**src/rtl/word_cla.sv**
```systemverilog
// -----------------------------------------------------------------------------
// word_cla
//   Registered WIDTH-bit two-level carry-lookahead adder. The word is split
//   into 4-bit CLA slices; each slice expands its internal carries in
//   lookahead form and exports a group generate/propagate pair. A second-level
//   lookahead unit turns the group pairs and CIn into every slice carry-in,
//   so no carry ripples inside or between slices.
//
// Ports
//   clk      in   1      rising-edge clock for all registers
//   rst_n    in   1      synchronous active-low reset (clears all outputs)
//   A        in   WIDTH  first operand (unsigned or two's complement)
//   B        in   WIDTH  second operand
//   CIn      in   1      carry-in at bit 0
//   Sum      out  WIDTH  registered (A+B+CIn) mod 2^WIDTH
//   COut     out  1      registered carry-out of bit WIDTH-1
//   Overflow out  1      registered signed-overflow flag
//
// WIDTH must be a multiple of 4 and at least 4. Latency is one cycle,
// throughput one operation per cycle, no state between operations.
// -----------------------------------------------------------------------------
module word_cla #(
  parameter int WIDTH = 16
) (
  input  logic             clk,
  input  logic             rst_n,
  input  logic [WIDTH-1:0] A,
  input  logic [WIDTH-1:0] B,
  input  logic             CIn,
  output logic [WIDTH-1:0] Sum,
  output logic             COut,
  output logic             Overflow
);

  localparam int NSLICE = WIDTH / 4;

  // Carries c1..c3 of one 4-bit slice, each written out in full lookahead
  // form so that no carry term depends on another computed carry.
  function automatic logic [2:0] cla4_carries(
    input logic [3:0] g,
    input logic [3:0] p,
    input logic       c0
  );
    logic c1;
    logic c2;
    logic c3;
    c1 = g[0] | (p[0] & c0);
    c2 = g[1] | (p[1] & g[0]) | (p[1] & p[0] & c0);
    c3 = g[2] | (p[2] & g[1]) | (p[2] & p[1] & g[0]) | (p[2] & p[1] & p[0] & c0);
    return {c3, c2, c1};
  endfunction

  // Group generate of a 4-bit slice: the slice produces a carry-out on its own.
  function automatic logic cla4_group_gen(
    input logic [3:0] g,
    input logic [3:0] p
  );
    return g[3] | (p[3] & g[2]) | (p[3] & p[2] & g[1]) | (p[3] & p[2] & p[1] & g[0]);
  endfunction

  // Group propagate of a 4-bit slice: an incoming carry passes straight through.
  function automatic logic cla4_group_prop(
    input logic [3:0] p
  );
    return &p;
  endfunction

  logic [WIDTH-1:0]  w_g;
  logic [WIDTH-1:0]  w_p;
  logic [WIDTH-1:0]  w_c;          // carry into each bit position
  logic [NSLICE-1:0] w_grp_g;
  logic [NSLICE-1:0] w_grp_p;
  logic [NSLICE:0]   w_slice_cin;  // [0]=CIn, [k]=carry into slice k, [NSLICE]=carry-out
  logic [WIDTH-1:0]  w_sum;
  logic              w_cout;
  logic              w_ovf;

  logic [WIDTH-1:0]  r_sum;
  logic              r_cout;
  logic              r_ovf;

  assign w_g = A & B;
  assign w_p = A ^ B;

  for (genvar s = 0; s < NSLICE; s++) begin : g_slice
    assign w_c[4*s]         = w_slice_cin[s];
    assign w_c[4*s+1 +: 3]  = cla4_carries(w_g[4*s +: 4], w_p[4*s +: 4], w_slice_cin[s]);
    assign w_grp_g[s]       = cla4_group_gen(w_g[4*s +: 4], w_p[4*s +: 4]);
    assign w_grp_p[s]       = cla4_group_prop(w_p[4*s +: 4]);
  end

  // Second-level lookahead: every slice carry-in is built independently as
  // G[k] | P[k]G[k-1] | ... | P[k]..P[0]CIn from group pairs, never from a
  // neighbouring slice's computed carry.
  always_comb begin
    logic v_term;
    logic v_acc;
    v_term         = 1'b0;
    v_acc          = 1'b0;
    w_slice_cin    = '0;
    w_slice_cin[0] = CIn;
    for (int k = 0; k < NSLICE; k++) begin
      v_term = 1'b1;
      v_acc  = 1'b0;
      for (int j = k; j >= 0; j--) begin
        v_acc  = v_acc | (v_term & w_grp_g[j]);
        v_term = v_term & w_grp_p[j];
      end
      w_slice_cin[k+1] = v_acc | (v_term & CIn);
    end
  end

  assign w_sum  = w_p ^ w_c;
  assign w_cout = w_slice_cin[NSLICE];
  // Signed overflow: carry into the sign bit disagrees with carry out of it.
  assign w_ovf  = w_c[WIDTH-1] ^ w_cout;

  // Result register with synchronous active-low clear; in-flight data is dropped.
  always_ff @(posedge clk) begin
    if (!rst_n) begin
      r_sum  <= '0;
      r_cout <= 1'b0;
      r_ovf  <= 1'b0;
    end else begin
      r_sum  <= w_sum;
      r_cout <= w_cout;
      r_ovf  <= w_ovf;
    end
  end

  assign Sum      = r_sum;
  assign COut     = r_cout;
  assign Overflow = r_ovf;

endmodule

```
**config.mk**
```make
export PLATFORM = sky130hd
export DESIGN_NAME = word_cla
export DESIGN_NICKNAME = d
export VERILOG_FILES = /design/src/rtl/word_cla.sv
export SDC_FILE = /design/constraint.sdc
export NUM_CORES = 1
export LEC_CHECK = 0
export CORE_ASPECT_RATIO = 2
export CORE_MARGIN = 1
export CORE_UTILIZATION = 44
export DETAILED_ROUTE_END_ITERATION = 7
export GPL_TIMING_DRIVEN = 0
export PLACE_DENSITY = 0.84
export SYNTH_ARGS = -nofsm -noshare
export SYNTH_HDL_FRONTEND = slang
export SYNTH_SLANG_ARGS = --single-unit
```
**constraint.sdc**
```tcl
create_clock -name clk -period 5.37 [get_ports clk]
set_clock_uncertainty 0.05 [all_clocks]
set_input_delay 0.537 -clock clk [delete_from_list [all_inputs] [get_ports clk]]
set_output_delay 0.537 -clock clk [all_outputs]
set_load 0.02 [all_outputs]
```
-- Word level (Yosys, flattened, before mapping)
Index checks and enable logic that the tools add are counted.
- register bits: 18
- logic and storage cells: 129
- reductions and logical operators: 4
- bitwise operators: 122
- operator list (operator ; count):
    bitwise AND 1 bit ; 72
    bitwise OR 1 bit ; 46
    bitwise XOR 16 bit ; 2
    bitwise AND 16 bit ; 1
    AND reduction 4 bit ; 4
    bitwise XOR 1 bit ; 1

-- Longest topological paths before layout
Gate-level depths: netlist of run 1.
- word-level depth: 12
- mapped depth: 8

-- Worst setup path before layout of run 1
No wires, ideal clock.
- path kind: input to register
- start point: in A[5]
- end point: reg r_sum[13], in the netlist Sum[13]
- arrival time: 2.435 ns
- slack: 2.770 ns
- data required time: 5.205 ns
- path buffers: 0
- cell stages on the path: 8
- path through: ha_1 > a21o_1 > a221o_1 > a221oi_2 > nand2_1 > fa_1 > xor2_1 > and2_1
- word-level cells in the longest chain between the ends: 11
- ends and longest elaborated chain (item ; line ; RTL):
    start, declared ; 27 ; input logic [WIDTH-1:0] A,
    bitwise AND 16 bit / bitwise XOR 16 bit (equally long branches) ; 82, 83 ;
    bitwise AND 1 bit ; 58 ; return g[3] | (p[3] & g[2]) | (p[3] & p[2] & g[1]) | (p[3] & p[2] & p[1] & g[0]);
    bitwise OR 1 bit / bitwise AND 1 bit (equally long branches) ; 58 ;
    bitwise OR 1 bit ; 58 ;
    bitwise AND 1 bit ; 106 ; v_acc = v_acc | (v_term & w_grp_g[j]);
    bitwise OR 1 bit (2 in a row) ; 106 ;
    bitwise OR 1 bit (*) ; 109 ; w_slice_cin[k+1] = v_acc | (v_term & CIn);
    bitwise AND 1 bit (*) ; 47 ; c1 = g[0] | (p[0] & c0);
    bitwise OR 1 bit (*) ; 47 ;
    bitwise XOR 16 bit (*) ; 113 ; assign w_sum = w_p ^ w_c;
    end signal, assigned ; 125 ; r_sum <= w_sum;
    end, declared ; 78 ; logic [WIDTH-1:0] r_sum;
Every way passes the cells marked *; elsewhere a longest branch is shown, timed or not.
A chain may end at the register's enable or synchronous reset.

-- Final worst setup path of run 1
Same ends and word-level chain as after synthesis.

==> results of run 1 <==
==> worst max-delay path: cells and delay by family <==
kind,cells,cell delay [ns]
buf+inv,1,0.45
simple gates,2,0.30
compound gates,3,0.93
xor+xnor,1,0.15
fa+ha+maj,2,0.75
==> cell type report <==
class,count,share of cell area (%)
flip-flops and latches,18,20.2
clock buffers,4,3.08
multi-input cells,99,44.6
repair buffers,52,29.1
inverters,3,0.630
plain buffers,2,0.420
well taps,28,1.96
==> logic make-up (layout without fill, tap and decap cells) <==
family,count (synthesis),count (layout)
AND/OR/NAND/NOR,42,42
AO/OA/AOI/OAI,26,26
adder cells (fa/ha/maj),20,20
flip-flops,18,18
XOR/XNOR,7,7
buffers and inverters,5,61
multiplexers,4,4
==> cells in the final DEF, fill, tap and decap left out, drive strengths merged, types with 2 or more instances in the layout <==
master,n
fa,4
dfxtp,18
nor3,3
nand2b,5
nand3,2
nor2b,2
o21ai,5
ha,16
a21oi,4
a31o,2
nand2,7
clkbuf,6
a31oi,2
a211oi,2
inv,3
nor2,7
and2,11
clkdlybuf4s50,52
a21o,3
xnor2,4
mux2i,4
xor2,3
==> metal layers <==
metal  part of all wire [%]  wire [um]  up-vias  track usage, %
met5                      0          0        -               0
met4                    1.6         46        0            9.20
met3                    2.9         86        6            2.95
met2                     63       1830       28            47.6
met1                     33        956      526            19.7
li1                       -          -      550               -
==> power breakdown <==
| group | internal (mW) | leakage [nW] | switching (mW) | total [mW] |
|---|---|---|---|---|
| clock network | 0.0651 | 0.0288 | 0.0444 | 0.109 |
| registers | 0.151 | 0.150 | 0.00444 | 0.156 |
| logic | 0.0938 | 0.590 | 0.0805 | 0.174 |
| total | 0.310 | 0.769 | 0.129 | 0.439 |
==> metrics by stage <==
stage	worst slack, ns	instance area (sq um)	hold slack [ns]	power, mW
5_1_grt	2.30	1790	0.966	0.466
3_5_place_dp	2.11	1730	1.20	0.334
2_1_floorplan	2.77	1180	0.642	0.254
3_3_place_gp	2.20	1730	1.20	0.326
4_1_cts	2.37	1790	0.940	0.442
6_report	2.35	1790	0.930	0.439
==> registers in the layout, summed over array words and instances (netlist names) <==
name and flops:
Overflow 1, COut 1, Sum 16
==> worst min-delay path by stage <==
| stage | slack, ns | to | cells past startpoint | startpoint |
|---|---|---|---|---|
| floorplan | 0.64 | Sum[11]$_SDFF_PN0_ | 2 | rst_n |
| global placement | 1.20 | Sum[10]$_SDFF_PN0_ | 3 | rst_n |
| detailed placement | 1.20 | Sum[11]$_SDFF_PN0_ | 3 | rst_n |
| CTS | 0.94 | Sum[11]$_SDFF_PN0_ | 3 | rst_n |
| global route | 0.97 | Sum[11]$_SDFF_PN0_ | 3 | rst_n |
| finish | 0.93 | Sum[11]$_SDFF_PN0_ | 3 | rst_n |
==> summary.txt, run 1 <==
Setup path
  • Arr. time, crit path: ~3.1 ns
  • Setup crit start kind: input port
  • Crit path to: Sum[13]$_SDFF_PN0_
  • Slowest stage cell on the critical path: clkdlybuf4s50_1
  • Max incr delay on CP: roughly 0.45 ns
  • Crit-path cells: clkdlybuf4s50_1, ha_1, a21o_1, a221o_1, a221oi_2, nand2_1, fa_1, xor2_1, and2_1
  • CP required: around 5.5 ns
  • Critical path type: in -> reg
  • Critical path launch point: A[5]
  • CP max FO: 3
  • Critical Path Sink Type: register

Cells and area
  • Fin cells: slightly above 200
  • Register area: 360 sq um
  • P&R area growth vs syn: 51.9%
  • Core Util, Final: a little over two thirds
  • Layout Nets: between 200 and 250
  • Share of cells above drive strength 1: slightly above 6%
  • Multi-input logic area: ~800 sq um
  • N_diodes: 0
  • FILL cells: 222

Route
  • Antenna viol nets, final: 0
  • Drt pass-1 iters: 4
  • Via-to-Cell Ratio: approximately 5.4
  • Final wirelength: ~3000 um
  • DRT iter0 DRCs: 35
  • Wire per inst: between 10 and 15 um
  • Vias: about 1100
  • Post-route DRC: 0

STA
  • Max Slew Vio Count: 0
  • Final min period: slightly above 3 ns
  • Final setup TNS: 0 ns
  • Max_slew headroom: between 70% and 80%
  • Final setup fails: 0
  • Worst-Margin Slew: ~0.43 ns
  • Final hold violation count: 0
  • Final Cycle Share: between 50% and 60%
  • Unrepaired setup endpoints after global routing: false
  • F_max: ~0.33 GHz

Floorplan
  • Initial core utilization: roughly 46%
  • # rows: 26
  • Die width: about 39 um
  • # IOs: 53
  • Die area: between 2000 and 3000 sq um
  • Core outline area: 2540 sq um
  • Chip height: about 75 um

Clock network
  • CTS Buf Count: 3
  • Hold-fix buffers, CTS: 0
  • Htree depth: 1
  • Clock Pin Slew Worst Setup and Hold Paths: 0.07 ns
  • CTS root buffer: clkbuf_8
  • Post-cts sizing count: 0
  • Clock Tree Buf Depth: 2
  • Post-CTS setup buffers: 0
  • Clk sinks: 18
  • TritonCTS clock tree: done

Outcome
  • Status: completed

Logic synthesis
  • Syn Nets: 177
  • Sequential element share of the synthesized area: a little under a third
  • Yosys top cell by area: dfxtp_1
  • Largest family of logic cells by synthesized area: adder cells
  • Dominant synthesized flop cell: dfxtp_1
  • Synth top area cells: dfxtp_1 31%, ha_1 17%, fa_1 6.8%
  • Syn Area/Cell: a little under 10 sq um
  • Seq cells post-synth: 18
  • Mapped Cells: about 120
  • Asr flop ratio synth: 0%
  • Cell variety after synth: 37
  • Count leader, synth: dfxtp_1
  • Top cells by count, synth: 18 x dfxtp_1, 16 x ha_1, 10 x and2_1, 7 x nand2_1, 7 x nor2_1
  • Synth Area in Simple Gates: between 15 and 20%
  • Compound-Gate Fraction of Synth Area: between 10% and 20%
  • Yosys top cell area share: 30.6%
  • EDFF count, synth: 0
  • Cell Area, Synth: roughly 1200 sq um
  • Xor-xnor portion of the synthesized cell area: about 5.2%
  • Synth warn: 0
  • Post-synthesis adder-cell area fraction: a little under a quarter
  • Mux contribution to synthesized area: between 3 and 4%

Power and ir drop
  • VDD IR-drop max: approximately 0.00012 V
  • Leak: between 0.7 and 0.8 nW
  • Pwr/cell area: 246 nW/um^2

GRT
  • Total GRT Usage: roughly 23%
  • Initial antenna violation count: 0
  • Largest net degree at the start of global routing: 11
  • Vias in the first global route: ~1200
  • Remaining Overflow, GRT: 0
  • First-pass GRT wire length: between 4000 and 5000 um

Place
  • Routability cong.: roughly 0.8
  • Port-buffer cells: 52
  • Post-DP HPWL: ~2500 um
  • Placed Cells incl. Taps: 202

Run
  • MaxCap Viol Count: 0

Hold path
  • Hold Path Class: in -> reg
(Power assumes the default switching activity.)
==> run 2: changes to the inputs <==
--- a/config.mk
+++ b/config.mk
@@ -7,10 +7,10 @@
 export LEC_CHECK = 0
 export CORE_ASPECT_RATIO = 2
 export CORE_MARGIN = 1
-export CORE_UTILIZATION = 44
+export CORE_UTILIZATION = 41
 export DETAILED_ROUTE_END_ITERATION = 7
 export GPL_TIMING_DRIVEN = 0
-export PLACE_DENSITY = 0.84
+export PLACE_DENSITY = 0.79
 export SYNTH_ARGS = -nofsm -noshare
 export SYNTH_HDL_FRONTEND = slang
 export SYNTH_SLANG_ARGS = --single-unit
==> constraint.sdc (replaced) <==
create_clock -name clk -period 2.9 [get_ports clk]
set_clock_uncertainty 0.05 [all_clocks]
set_input_delay 0.29 -clock clk [delete_from_list [all_inputs] [get_ports clk]]
set_output_delay 0.29 -clock clk [all_outputs]
set_load 0.02 [all_outputs]
==> summary.txt, run 2 (synthesis results as in run 1) <==
GRT
  • Vias in the first global route: 1069 (-11%)
  • Remaining Overflow, GRT: 0 (unchanged)
  • First-pass GRT wire length: 4310 um (-9.0%)
  • Initial antenna violation count: 0 (unchanged)
  • Total GRT Usage: 19.3% (-3.7 points)
  • Largest net degree at the start of global routing: 11 (unchanged)

STA
  • F_max: approximately 0.37 GHz
  • Hold WS: 0.677 ns (-0.252 ns)
  • Final setup fails: 0 (unchanged)
  • Unrepaired setup endpoints after global routing: false
  • Worst-Margin Slew: 0.413 ns (-0.0167 ns)
  • Final hold violation count: 0 (unchanged)
  • Max Slew Vio Count: 0 (unchanged)
  • Final Cycle Share: about 93%
  • Final min period: 2.69 ns
  • Max_slew headroom: 72.5% (+1.1 points)

Cells and area
  • Multi-input logic area: 798 sq um (unchanged)
  • Most frequent cells in the layout: 52 x clkdlybuf4s50_1, 18 x dfxtp_1, 16 x ha_1
  • P&R area growth vs syn: 52.0% (about the same)
  • Most common cell after layout, fill and taps aside: clkdlybuf4s50_1
  • Layout Nets: 234 (unchanged)
  • Register area: 360 sq um (unchanged)
  • N_diodes: 0 (unchanged)
  • Max FFs per register: 16 (unchanged)
  • Share of cells above drive strength 1: 6.18% (unchanged)
  • Final Cell Area: 1790 sq um (about the same)
  • FILL cells: 229 (+3.2%)

Route
  • Drt pass-1 iters: 4 (unchanged)
  • Via-to-Cell Ratio: 5.31 (-1.4%)
  • Wire per inst: 13.1 um (-7.7%)
  • Vias: 1100 (-0.90%)
  • Final wirelength: 2710 um (-7.3%)
  • Antenna viol nets, final: 0 (unchanged)
  • DRT iter0 DRCs: 47 (+34%)
  • Post-route DRC: 0 (unchanged)

Floorplan
  • # IOs: 53 (unchanged)
  • Core outline area: 2740 sq um (+7.8%)
  • # rows: 27 (+3.8%)
  • Chip height: 77.8 um (+3.5%)
  • Initial core utilization: 43.0% (-3.4 points)
  • Die width: 39.9 um (+3.4%)
  • Die area: 3100 sq um (+7.0%)

Clock network
  • Htree depth: 1 (unchanged)
  • Post-cts sizing count: 0 (unchanged)
  • CTS Buf Count: 3 (unchanged)
  • CTS root buffer: clkbuf_8
  • Hold-fix buffers, CTS: 0 (unchanged)
  • Clock Pin Slew Worst Setup and Hold Paths: 0.07 ns (about the same)
  • Post-CTS setup buffers: 0 (unchanged)
  • TritonCTS clock tree: done
  • Clock Tree Buf Depth: 2 (unchanged)
  • Clk sinks: 18 (unchanged)

Setup path
  • Slowest stage cell on the critical path: clkdlybuf4s50_1
  • Critical path type: in -> reg
  • Max incr delay on CP: 0.43 ns (-0.02 ns)
  • Crit-path cells: clkdlybuf4s50_1, ha_1, a21o_1, a221o_1, a221oi_2, nand2_1, fa_1, xor2_1, and2_1
  • CP required: 3.01 ns (-2.46 ns)
  • Arr. time, crit path: 2.80 ns (-0.32 ns)
  • CP top delay family: compound AO/OA/AOI/OAI gates
  • Worst path bufs/invs: 1 (unchanged)
  • CP max FO: 3 (unchanged)
  • Critical Path Sink Type: register
  • Setup crit start kind: input port

Power and ir drop
  • VDD IR-drop max: 0.000234 V (+90%)
  • Leak: 0.769 nW (unchanged)
  • Pwr/cell area: 458 nW/um^2 (+86%)

Place
  • Post-DP HPWL: 2270 um (-8.8%)
  • Area after DPL: 1730 sq um (about the same)
  • Port-buffer cells: 52 (unchanged)
  • Routability cong.: 0.831 (+1.1%)

Run
  • MaxCap Viol Count: 0 (unchanged)

Hold path
  • Hold Path Class: in -> reg

Outcome
  • Status: completed
==> run 2: cell counts in the layout (fill, tap and decap cells not counted) <==
No cell type changed its count.
==> run 2: stage by stage <==
step / utilization [%] / power [mW] / std cells / TNS, ns / setup WS (ns)
after floorplan: - / 0.471 / 122 / 0 / 0.547
after global placement: 63.4 / 0.605 / 203 / -0.00688 / -0.00688
after detailed placement: 63.4 / 0.615 / 203 / -0.0440 / -0.0440
after CTS: 65.4 / 0.822 / 207 / 0 / 0.217
after global routing: 65.4 / 0.865 / 207 / 0 / 0.0741
final: 65.4 / 0.820 / 207 / 0 / 0.206
==> run 2: final timing paths <==
| kind | start | to | slack (ns) | cells after the start |
|---|---|---|---|---|
| hold / removal | rst_n | Sum[10]$_SDFF_PN0_ | 0.68 | 3 |
| setup / recovery | A[5] | Sum[13]$_SDFF_PN0_ | 0.21 | 9 |
==> run 2: per-layer routing <==
| layer | global-route usage [%] | wire length (um) | vias up |
|---|---|---|---|
| li1 | - | - | 545 |
| met1 | 19.3 | 986 | 511 |
| met2 | 34.7 | 1560 | 40 |
| met3 | 2.86 | 114 | 4 |
| met4 | 8.97 | 49 | 0 |
| met5 | 0 | 0 | - |
==> run 2: tightest hold or removal path, delay by kind of cell <==
kind,cells,cell delay (ns)
buf+inv,1,0.48
mux,1,0.06
simple gates,1,0.11
==> run 2: report_power, final <==
part	switching, mW	internal [mW]	total [mW]
Clock	0.0905	0.121	0.211
Combinational	0.146	0.173	0.319
Sequential	0.00898	0.280	0.289
Total	0.246	0.574	0.820
==> run 2: final cells by class <==
type | instances | area share [%]
clock buffers | 4 | 3.08
repair buffers | 52 | 29.1
plain buffers | 2 | 0.420
inverters | 3 | 0.629
multi-input cells | 99 | 44.6
flip-flops and latches | 18 | 20.1
well taps | 29 | 2.03
==> edit 1 (config.mk and constraints of run 1) <==
The parameter `WIDTH` goes from 16 to 32.
--- a/src/rtl/word_cla.sv
+++ b/src/rtl/word_cla.sv
@@ -20,7 +20,7 @@
 // throughput one operation per cycle, no state between operations.
 // -----------------------------------------------------------------------------
 module word_cla #(
-  parameter int WIDTH = 16
+  parameter int WIDTH = 32
 ) (
   input  logic             clk,
   input  logic             rst_n,
Interface: changed (resized A, B and Sum); port bits go from 53 to 101. No check against the original RTL was run, so the function may have changed too.
==> edit 1 against run 1 <==
- non-clock buffer count up 49
- sequential cell count is 16 higher
- synthesized area increased by 85%
- total power rose by 88%
- setup slack worse by 0.60 ns
- global-route usage fell by 0.94 points
- highest routed layer unchanged
- utilization is 0.83 points higher
- largest power group unchanged
- routed wire length is 78% higher
- final area is 87% higher
==> edit 1: results (changes against run 1) <==
IO buf count=100 (was 52); Hold Crit Start=B[0] (was rst_n); top post-synthesis cells by count=34 x dfxtp_1, 32 x ha_1, 27 x and2_1 (was 18 x dfxtp_1, 16 x ha_1, 10 x and2_1); number of H-tree levels=2 (was 1); delay-heaviest family, CP=compound AO/OA/AOI/OAI gates (unchanged); share of cells above drive strength 1=3.34% (was 6.18%); pre-CTS setup slack=1.46 ns (was 2.11 ns); Seq. pwr=0.296 mW (was 0.156 mW); mux share of post-synthesis cell area=0.918% (was 3.40%); met1 usage=19.5% (was 19.7%); library cells used by synthesis=32 (was 37); Yosys reg bits=34 (was 18); Min-Delay Path Depth=4 (was 3); Synth Area in Compound Gates=15.8% (was 16.0%); GP Congestion=0.871 (was 0.822); Clock Power Share=23.6% (was 24.9%); outcome=complete, no violations (unchanged); Seq/Total Area, Yosys=31.2% (was 30.6%); vias post-DR=1,968 (was 1,110); met2 Use GR=42.4% (was 47.6%); global-route wire length before repair=8580 µm (was 4740 µm); flip-flop count of the largest register after layout=32 (was 16); top post-synthesis cells by area=dfxtp_1 31%, ha_1 18%, and2_1 7.7% (was dfxtp_1 31%, ha_1 17%, fa_1 6.8%); DP Area=3250 µm² (was 1730 µm²); DRT iter0 DRCs=10 (was 35); Switching Fraction=30.8% (was 29.4%); CTS buffer count=5 (was 3); vias in the first global route=2,051 (was 1,203); Pleak=1.47 nW (was 0.769 nW); critical path data arrival time=3.76 ns (was 3.12 ns); Final nets=435 (was 234); Synth Warn #=0 (unchanged); syn avg cell area=9.86 µm² (was 9.65 µm²); met3 wire length=273 µm (was 86 µm); worst vdd ir=177 µV (was 123 µV); metal2 WL=3010 µm (was 1830 µm); xor/xnor share of the synthesized area=8.44% (was 5.21%); syn nets=328 (was 177); GRT met3 Usage=5.41% (was 2.95%); drt total wl=5190 µm (was 2920 µm); Psw=0.254 mW (was 0.129 mW); Synth Area in Adders=25.7% (was 23.8%); critical path's largest stage delay=0.47 ns (was 0.45 ns); GRT Overall Usage=22.0% (was 23.0%); Hold EP=Sum[0] (was Sum[11]); final HPWL from detailed placement=4420 µm (was 2490 µm); Via density=5.13 (was 5.39); hold_ws=0.945 ns (was 0.930 ns); crit-path max FO=4 (was 3); Tightest Pin Transition=0.359 ns (was 0.430 ns)
## edit 1: cell type report
cell class              instances  area (µm²)
flip-flops and latches         34         681
repair buffers                100        1000
plain buffers                   3        11.3
inverters                       8        30.0
well taps                      55        68.8
clock inverters                 1        5.00
fillers                       363        1350
multi-input cells             176        1460
clock buffers                   7        86.3
## edit 1: tightest hold or removal path, cell delays in order
cell and delay, ns:
clkdlybuf4s50_1 0.42, inv_1 0.08, fa_1 0.16, nor2b_1 0.04
## edit 1: worst max path at each step
stage,start,slack (ns),endpoint,cells past startpoint
floorplan,A[5],2.11,Sum[29],11
global placement,A[4],1.49,Sum[29],12
detailed placement,A[4],1.46,Sum[29],12
CTS,A[4],1.76,Sum[29],12
global route,A[4],1.60,Sum[29],12
finish,A[4],1.75,Sum[29],12
==> edit 2 (config.mk and constraints of run 1) <==
Made on the original files. Add an input register stage for `A`, `B` and `CIn`; this delays them by one clock. Comments in the files are not updated.
--- a/src/rtl/word_cla.sv
+++ b/src/rtl/word_cla.sv
@@ -33,6 +33,16 @@
 );
 
   localparam int NSLICE = WIDTH / 4;
+
+  logic [WIDTH-1:0] A_q;
+  logic [WIDTH-1:0] B_q;
+  logic CIn_q;
+
+  always_ff @(posedge clk) begin
+    A_q   <= A;
+    B_q   <= B;
+    CIn_q <= CIn;
+  end
 
   // Carries c1..c3 of one 4-bit slice, each written out in full lookahead
   // form so that no carry term depends on another computed carry.
@@ -79,8 +89,8 @@
   logic              r_cout;
   logic              r_ovf;
 
-  assign w_g = A & B;
-  assign w_p = A ^ B;
+  assign w_g = A_q & B_q;
+  assign w_p = A_q ^ B_q;
 
   for (genvar s = 0; s < NSLICE; s++) begin : g_slice
     assign w_c[4*s]         = w_slice_cin[s];
@@ -98,7 +108,7 @@
     v_term         = 1'b0;
     v_acc          = 1'b0;
     w_slice_cin    = '0;
-    w_slice_cin[0] = CIn;
+    w_slice_cin[0] = CIn_q;
     for (int k = 0; k < NSLICE; k++) begin
       v_term = 1'b1;
       v_acc  = 1'b0;
@@ -106,7 +116,7 @@
         v_acc  = v_acc | (v_term & w_grp_g[j]);
         v_term = v_term & w_grp_p[j];
       end
-      w_slice_cin[k+1] = v_acc | (v_term & CIn);
+      w_slice_cin[k+1] = v_acc | (v_term & CIn_q);
     end
   end
 
Check against the original RTL: not equivalent (a bounded check fails within 4 cycles, from zero or initial values and one cycle with rst_n low).
==> edit 2 against run 1 <==
- final area rose by 41%
- setup slack improved by 0.47 ns
- sequential share of layout area rose by 20 points
- fmax rose by 18%
- count of clock-buffer cells in the layout rose by 2
- sequential cell count rose by 33
- first-iteration DRC count fell by 69%
- critical path type is now flop to flop
- routed wire length rose by 8.5%
- highest routed layer unchanged
- synthesized area rose by 56%
- largest cell class is now registers
- total power rose by 85%
- global-route usage fell by 5.5 points
==> edit 2: results (changes against run 1) <==
P_int=0.607 mW (was 0.310 mW); global-route wire length before repair=5510 µm (was 4740 µm); clk slew on worst S/H paths=0.09 ns (was 0.07 ns); clk_lat worst skew=0.30 ns; Routed WL per cell=11.9 µm (was 14.2 µm); number of H-tree levels=2 (was 1); vias in the first global route=1,401 (was 1,203); CP Class=flop to flop (was input port to flop); critical path's largest stage delay=0.39 ns (was 0.45 ns); Hold Crit Start=B_q[0] (was rst_n); outcome=complete, no violations (unchanged); Tightest Pin Transition=0.456 ns (was 0.430 ns); hold_ws=0.558 ns (was 0.930 ns); slowest CP cell=fa_1 (was clkdlybuf4s50_1); met2 Use GR=31.5% (was 47.6%); met1 usage=15.3% (was 19.7%); met3 wire length=115 µm (was 86 µm); final HPWL from detailed placement=2630 µm (was 2490 µm); worst vdd ir=262 µV (was 123 µV); pre-CTS setup slack=2.83 ns (was 2.11 ns); syn nets=210 (was 177); Hold Crit Class=flop to flop (was input port to flop); Seq. pwr=0.419 mW (was 0.156 mW); Switching Fraction=25.2% (was 29.4%); placed insts=258 (was 202); share of cells above drive strength 1=6.98% (was 6.18%); Clock Power Share=27.6% (was 24.9%); largest net degree at the start of global routing=17 (was 11); GRT Overall Usage=17.5% (was 23.0%); Seq/Total Area, Yosys=55.5% (was 30.6%); fin cells=266 (was 206); GRT met3 Usage=5.02% (was 2.95%); Metal-1 WL=1050 µm (was 956 µm); top post-synthesis cells by area=dfxtp_1 56%, ha_1 11%, fa_1 4.4% (was dfxtp_1 31%, ha_1 17%, fa_1 6.8%); GP Congestion=0.763 (was 0.822); vias post-DR=1,299 (was 1,110); f_max=392 MHz (was 331 MHz); Hold EP=Sum[0] (was Sum[11]); Min-Delay Path Depth=3 (unchanged); DP Area=2420 µm² (was 1730 µm²)
[edit 2: changes by cell type in the layout (fill, tap and decap cells not counted)]
cell	before	now
clkbuf_8	4	6
clkinv_4	0	1
clkinvlp_4	0	1
dfxtp_1	18	51
[edit 2: layout make-up]
type,count,area [µm²]
clock buffers,6,82.6
repair buffers,52,520
inverters,3,11.3
flip-flops and latches,51,1020
fillers,361,1400
well taps,51,63.8
clock inverters,2,16.3
multi-input cells,99,798
plain buffers,2,7.51
[edit 2: cells by family (layout without fill, tap and decap cells)]
kind of cell | after synthesis | after routing | share of synthesized area (%)
compound gates | 26 | 26 | 10.3
xor+xnor | 7 | 7 | 3.34
fa+ha+maj | 20 | 20 | 15.2
buf+inv | 5 | 65 | 1.02
flops | 51 | 51 | 55.5
mux | 4 | 4 | 2.18
simple gates | 42 | 42 | 12.4
